`src/rtl/pwm_capture.sv`:
```
// pwm_capture: measures an incoming PWM waveform.
//
// Reports the high time (duty) and total length (period) of the last complete PWM period, in
// clock cycles. A period is counted from one rising edge of the sampled input up to, but not
// including, the next one. Each new measurement is published with a one-cycle valid strobe.
// timeout is a level flag. It rises when no rising edge arrives within 2^bit_width - 1 cycles,
// and it clears on the next valid measurement.
//
// Optional feature macro: PWM_CAPTURE_SYNC_EN.
//   Defined:   two synchronizer flops sit ahead of the sampling flop, for an asynchronous
//              pwm_in. Latency grows from 2 to 4 clocks; measured values are unchanged.
//   Undefined: pwm_in must be synchronous to clk.
//
// Ports:
//   clk     in   system clock, rising edge
//   rst_n   in   asynchronous active-low reset
//   pwm_in  in   PWM waveform to measure
//   duty    out  high cycles in the last complete period
//   period  out  total cycles in the last complete period
//   valid   out  one-cycle pulse when duty/period update
//   timeout out  no rising edge within 2^bit_width - 1 cycles

module pwm_capture #(
  parameter int unsigned bit_width = 8
) (
  input  logic                 clk,
  input  logic                 rst_n,
  input  logic                 pwm_in,
  output logic [bit_width-1:0] duty,
  output logic [bit_width-1:0] period,
  output logic                 valid,
  output logic                 timeout
);

  typedef logic [bit_width-1:0] cnt_t;

  typedef enum logic {
    StIdle,
    StMeasure
  } state_e;

  logic s_in;

`ifdef PWM_CAPTURE_SYNC_EN
  logic [1:0] sync_q;

  always_ff @(posedge clk or negedge rst_n) begin
    if (!rst_n) begin
      sync_q <= '0;
    end else begin
      sync_q <= {sync_q[0], pwm_in};
    end
  end

  assign s_in = sync_q[1];
`else
  assign s_in = pwm_in;
`endif

  // s_q is the sampled input; s_d_q is the same value one cycle older, used for edge detection.
  logic s_q, s_d_q;
  logic rise;

  always_ff @(posedge clk or negedge rst_n) begin
    if (!rst_n) begin
      s_q   <= 1'b0;
      s_d_q <= 1'b0;
    end else begin
      s_q   <= s_in;
      s_d_q <= s_q;
    end
  end

  assign rise = s_q & ~s_d_q;

  state_e state_q, state_d;
  cnt_t   cnt_period_q, cnt_period_d;
  cnt_t   cnt_high_q, cnt_high_d;
  cnt_t   duty_q, duty_d;
  cnt_t   period_q, period_d;
  logic   valid_q, valid_d;
  logic   timeout_q, timeout_d;
  logic   cnt_max;

  assign cnt_max = (cnt_period_q == '1);

  always_comb begin
    state_d      = state_q;
    cnt_period_d = cnt_period_q;
    cnt_high_d   = cnt_high_q;
    duty_d       = duty_q;
    period_d     = period_q;
    valid_d      = 1'b0;
    timeout_d    = timeout_q;

    unique case (state_q)
      StIdle: begin
        if (rise) begin
          // The first edge is only a reference. It starts a measurement and publishes nothing.
          state_d      = StMeasure;
          cnt_period_d = cnt_t'(1);
          cnt_high_d   = cnt_t'(1);
        end else if (cnt_max) begin
          timeout_d    = 1'b1;
          cnt_period_d = '0;
        end else begin
          cnt_period_d = cnt_period_q + cnt_t'(1);
        end
      end
      StMeasure: begin
        // An edge on the all-ones count still publishes, because rise takes priority.
        if (rise) begin
          period_d     = cnt_period_q;
          duty_d       = cnt_high_q;
          valid_d      = 1'b1;
          timeout_d    = 1'b0;
          cnt_period_d = cnt_t'(1);
          cnt_high_d   = cnt_t'(1);
        end else if (cnt_max) begin
          timeout_d    = 1'b1;
          state_d      = StIdle;
          cnt_period_d = '0;
        end else begin
          cnt_period_d = cnt_period_q + cnt_t'(1);
          cnt_high_d   = cnt_high_q + cnt_t'(s_q);
        end
      end
      default: begin
        state_d = StIdle;
      end
    endcase
  end

  always_ff @(posedge clk or negedge rst_n) begin
    if (!rst_n) begin
      state_q      <= StIdle;
      cnt_period_q <= '0;
      cnt_high_q   <= '0;
      duty_q       <= '0;
      period_q     <= '0;
      valid_q      <= 1'b0;
      timeout_q    <= 1'b0;
    end else begin
      state_q      <= state_d;
      cnt_period_q <= cnt_period_d;
      cnt_high_q   <= cnt_high_d;
      duty_q       <= duty_d;
      period_q     <= period_d;
      valid_q      <= valid_d;
      timeout_q    <= timeout_d;
    end
  end

  assign duty    = duty_q;
  assign period  = period_q;
  assign valid   = valid_q;
  assign timeout = timeout_q;

endmodule

```
`config.mk`:
```
export PLATFORM = sky130hd
export DESIGN_NAME = pwm_capture
export DESIGN_NICKNAME = d
export VERILOG_FILES = /design/src/rtl/pwm_capture.sv
export SDC_FILE = /design/constraint.sdc
export NUM_CORES = 1
export LEC_CHECK = 0
export BUFFER_PORTS_ARGS = -buffer_cell sky130_fd_sc_hd__buf_2
export CAP_MARGIN = 20
export CORE_ASPECT_RATIO = 0.6
export CORE_MARGIN = 2
export CORE_UTILIZATION = 40
export CTS_BUF_LIST = sky130_fd_sc_hd__clkbuf_16
export CTS_CLUSTER_DIAMETER = 120
export DETAILED_ROUTE_END_ITERATION = 8
export GPL_TIMING_DRIVEN = 0
export PLACE_DENSITY = 0.6
export SYNTH_ARGS = -nofsm -noshare
export SYNTH_HDL_FRONTEND = slang
export SYNTH_SLANG_ARGS = --single-unit
export TNS_END_PERCENT = 100
```
`constraint.sdc`:
```
create_clock -name clk -period 3.2 [get_ports clk]
set_clock_uncertainty 0.15 [all_clocks]
set_input_delay 0.32 -clock clk [delete_from_list [all_inputs] [get_ports clk]]
set_output_delay 0.32 -clock clk [all_outputs]
set_load 0.02 [all_outputs]
```
==> results by stage <==
Worst setup path:
- The category of the critical setup timing path is flop to flop.
- The worst endpoint required time is 3.21 ns.
- The critical path endpoint category is a flop.
- The length in cells of the worst reg-to-reg path is 5.
- Together, buffers and inverters on the worst path number 0.
- The worst flop-to-flop path endpoint is cnt_high_q[5].
- The timing endpoint of the critical path is cnt_high_q[5].
- The worst-path maximum fanout is 9.
- On the critical path, the stage with the largest delay is an instance of dfrtp_1.
- The kind of cell adding the most delay to the critical path is compound AO/OA/AOI/OAI gates.
- Tracing the worst setup path back leads to its startpoint at cnt_period_q[0].
- STA puts the critical path data arrival time at 1.88 ns.
- In this run the critical register-to-register path is launched from cnt_period_q[0].
- The critical path runs through a total of 5 cells.
- The setup check on the worst reg-to-reg path leaves a slack of 1.34 ns.
- The largest single stage delay on the critical path is 0.44 ns.
- Walking the worst path, the cells encountered are ha_1 > nand3_1 > o21ai_2 > nor4_1 > o21a_1.
- STA classifies the critical path startpoint as a flop.

GRT:
- The first-pass GRT wire length is 4870 um.
- Entering global routing, the biggest net connects 38 pins.
- The final global-route overflow total is 0.
- The initial antenna violation count is 0.
- The number of global-route vias before repair came to 1004.
- Global routing used 15.3% of the available tracks across all layers.

Synthesis:
- The synthesized netlist cell count is 126.
- The average footprint of a synthesized cell is 12.2 um2.
- The sequential cell area fraction in the yosys report is 60.5%.
- The number of library cell types mapped by synthesis is 28.
- The net count after synthesis is 132.
- The count of state elements after synthesis is 37.
- The Yosys step of the flow raised 0 warnings.
- The cell area after synthesis is 1530 um2.

Timing:
- Summed over all failing endpoints, the final setup total negative slack is 0 ns.
- The count of endpoints failing hold in the final timing report came to 37.
- Setup repair after global routing left no endpoint under its margin.
- The number of max-slew violations in the final report came to 0.
- The count of final setup violators is 0.
- The tightest hold margin is -0.0237 ns.
- The maximum clock frequency is 537 MHz.
- After layout, the worst path uses 58.2% of the clock period.
- In the post-route analysis, the smallest setup slack over all paths is 1.34 ns.
- The worst path needs 1.86 ns of the cycle, external delays included.
- The headroom to the max-slew limit is 47.4%.
- For the pin with the worst max-slew slack, the measured transition is 0.788 ns.

Final layout:
- The area growth from synthesis to layout is 19.7%.
- The most common cell after layout, fill and taps aside is dfrtp_1.
- The library cells used most frequently in the layout, excluding fill and tap cells, are 37 x dfrtp_1, 21 x buf_2, 16 x mux2_2.
- The number of inserted diodes is 0.
- Of the cells placed in the final design, the portion with a size suffix greater than 1 is 28.6%.
- The layout has 341 filler cells.
- The number of nets in the layout is 160.

Power:
- The analysis attributes to cell leakage a power of 0.000879 uW.
- In this run the power density over the cells is 732 nW/um2.
- The maximum ir drop on the vdd rail is 0.370 mV.

Place:
- The number of port buffers is 20.
- Routability-driven placement finished with a final weighted congestion of 0.833.
- Timing analysis after detailed placement gives a worst setup slack of 1.37 ns.
- After legalization and detailed placement, the total HPWL measured 1930 um.

Die:
- The die is 83.9 um wide.
- The floorplan has 17 rows.
- Once the floorplan was initialized, standard cells occupied 41.6% of the core.
- The core area is 3680 um2.
- The number of ports placed on the die boundary is 21.
- The floorplan step set the die height to 51.9 um.
- The floorplan step defined a die boundary enclosing 4360 um2.

Routing:
- In the final routed layout, each cell accounts on average for 13.9 um.
- After detailed routing, the number of remaining DRC violations is 0.
- The number of vias after detailed routing is 1041.
- The total wire length is 2790 um.
- In this run the remaining antenna-violating nets after routing total 0.
- The via count normalized by instance count is 5.18.
- The count of TritonRoute iterations in the first routing pass is 4.
- The number of design-rule violations left by the first detailed-router iteration is 34.

Run status:
- The flow ran to the end, but the final reports show violations.
- The final reports fail on hold timing.

CTS:
- The H-tree was split into 2 levels.
- CTS placed an instance of clkbuf_16 at the clock tree root.
- The tree built by TritonCTS fans out to 37 sinks.
- The later pin in the worst-skew pair is clocked with a latency of 0.28 ns.
- Counting along the longest clock path gives a buffer depth of 2.
- The number of clock buffers inserted by TritonCTS is 5.
- The clock tree from TritonCTS is yes.
- Gates resized during post-CTS repair numbered 0.
- After clock tree synthesis, the clock-pin slew on the worst setup and hold paths is 0.05 ns.

Run:
- The count of max-cap constraint violations is 0.

Hold path:
- The class of the tightest hold or removal check is input pin to asynchronous set/reset pin.
-- kinds of logic after synthesis --
family,count (synthesis),synth area share [%]
simple gates,42,13.8
flops,37,60.5
compound gates,18,6.70
mux,16,11.8
xor+xnor,7,4.00
buf+inv,3,0.816
fa+ha+maj,3,2.45
-- sequential cells by signal, summed over array words and instances (netlist names) --
register / flops
cnt_period_q: 8
period: 8
cnt_high_q: 8
valid: 1
s_q: 1
timeout: 1
s_d_q: 1
duty: 8
state_q: 1
-- power by group --
group	internal (uW)	switching, uW
combinational	113	146
sequential	554	84.9
clock	278	166
-- layer usage --
layer  wire length [um]  up-vias  GRT usage [%]
met5                  0        -              0
met4                 78        0           9.95
met3                182        9           5.87
met2               1130       33           21.7
met1               1400      497           19.7
li1                   -      502              -
-- cells in the mapped netlist --
cell type | instances | area share, %
or2_0 | 1 | 0.41
o21a_1 | 1 | 0.49
mux2_2 | 16 | 12
nand3_1 | 7 | 2.3
nand2b_1 | 1 | 0.41
xnor2_1 | 3 | 1.7
nand4_1 | 4 | 1.6
and2b_1 | 1 | 0.49
clkbuf_1 | 1 | 0.24
nor3_1 | 3 | 0.98
o21ai_2 | 1 | 0.57
nor2_1 | 11 | 2.7
a21oi_1 | 9 | 2.9
o21ai_0 | 5 | 1.6
xor2_1 | 4 | 2.3
dfrtp_1 | 37 | 60
o211ai_1 | 1 | 0.49
and2_1 | 1 | 0.41
and3_1 | 1 | 0.41
inv_1 | 1 | 0.24
ha_1 | 3 | 2.5
nand2_2 | 1 | 0.41
o31a_1 | 1 | 0.57
and4_1 | 1 | 0.57
buf_2 | 1 | 0.33
or3_1 | 3 | 1.2
nor4_1 | 1 | 0.41
nand2_1 | 6 | 1.5
-- worst min-delay path by stage --
stage / start / endpoint / slack [ns] / cells after the start
finish: rst_n / period[0] / -0.02 / 1
global route: rst_n / timeout / 0.06 / 1
CTS: rst_n / period[0] / 0.02 / 1
detailed placement: s_q / s_d_q / 0.28 / 0
global placement: s_q / s_d_q / 0.26 / 0
floorplan: rst_n / cnt_high_q[0] / -0.13 / 0
-- metrics by stage --
step | utilization [%] | total power, uW | std cells | hold slack [ns] | area, um2
after global routing | 49.8 | 1420 | 201 | 0.0568 | 1830
final | 49.8 | 1340 | 201 | -0.0237 | 1830
after floorplan | - | 808 | 126 | -0.126 | 1530
after CTS | 49.8 | 1360 | 201 | 0.0161 | 1830
after detailed placement | 45.9 | 906 | 193 | 0.277 | 1690
after global placement | 45.9 | 895 | 193 | 0.261 | 1690
-- timing repair --
item	4_1_cts	5_1_grt
hold buffers	1	0
setup buffers	0	0
hold endpoints to repair	1	0
-- area by class of cell --
class                      instances  area (um2)  share of cell area, %
timing repair buffer              21         110                   6.01
clock buffer                       5         125                   6.83
buffer                             2        8.76                  0.478
inverter                           1        3.75                  0.205
tap                               47        58.8                   3.21
clock inverter                     2        7.51                  0.410
multi-input combinational         86         593                   32.4
sequential                        37         926                   50.5
Note: power is estimated with default switching activity, not from simulation.
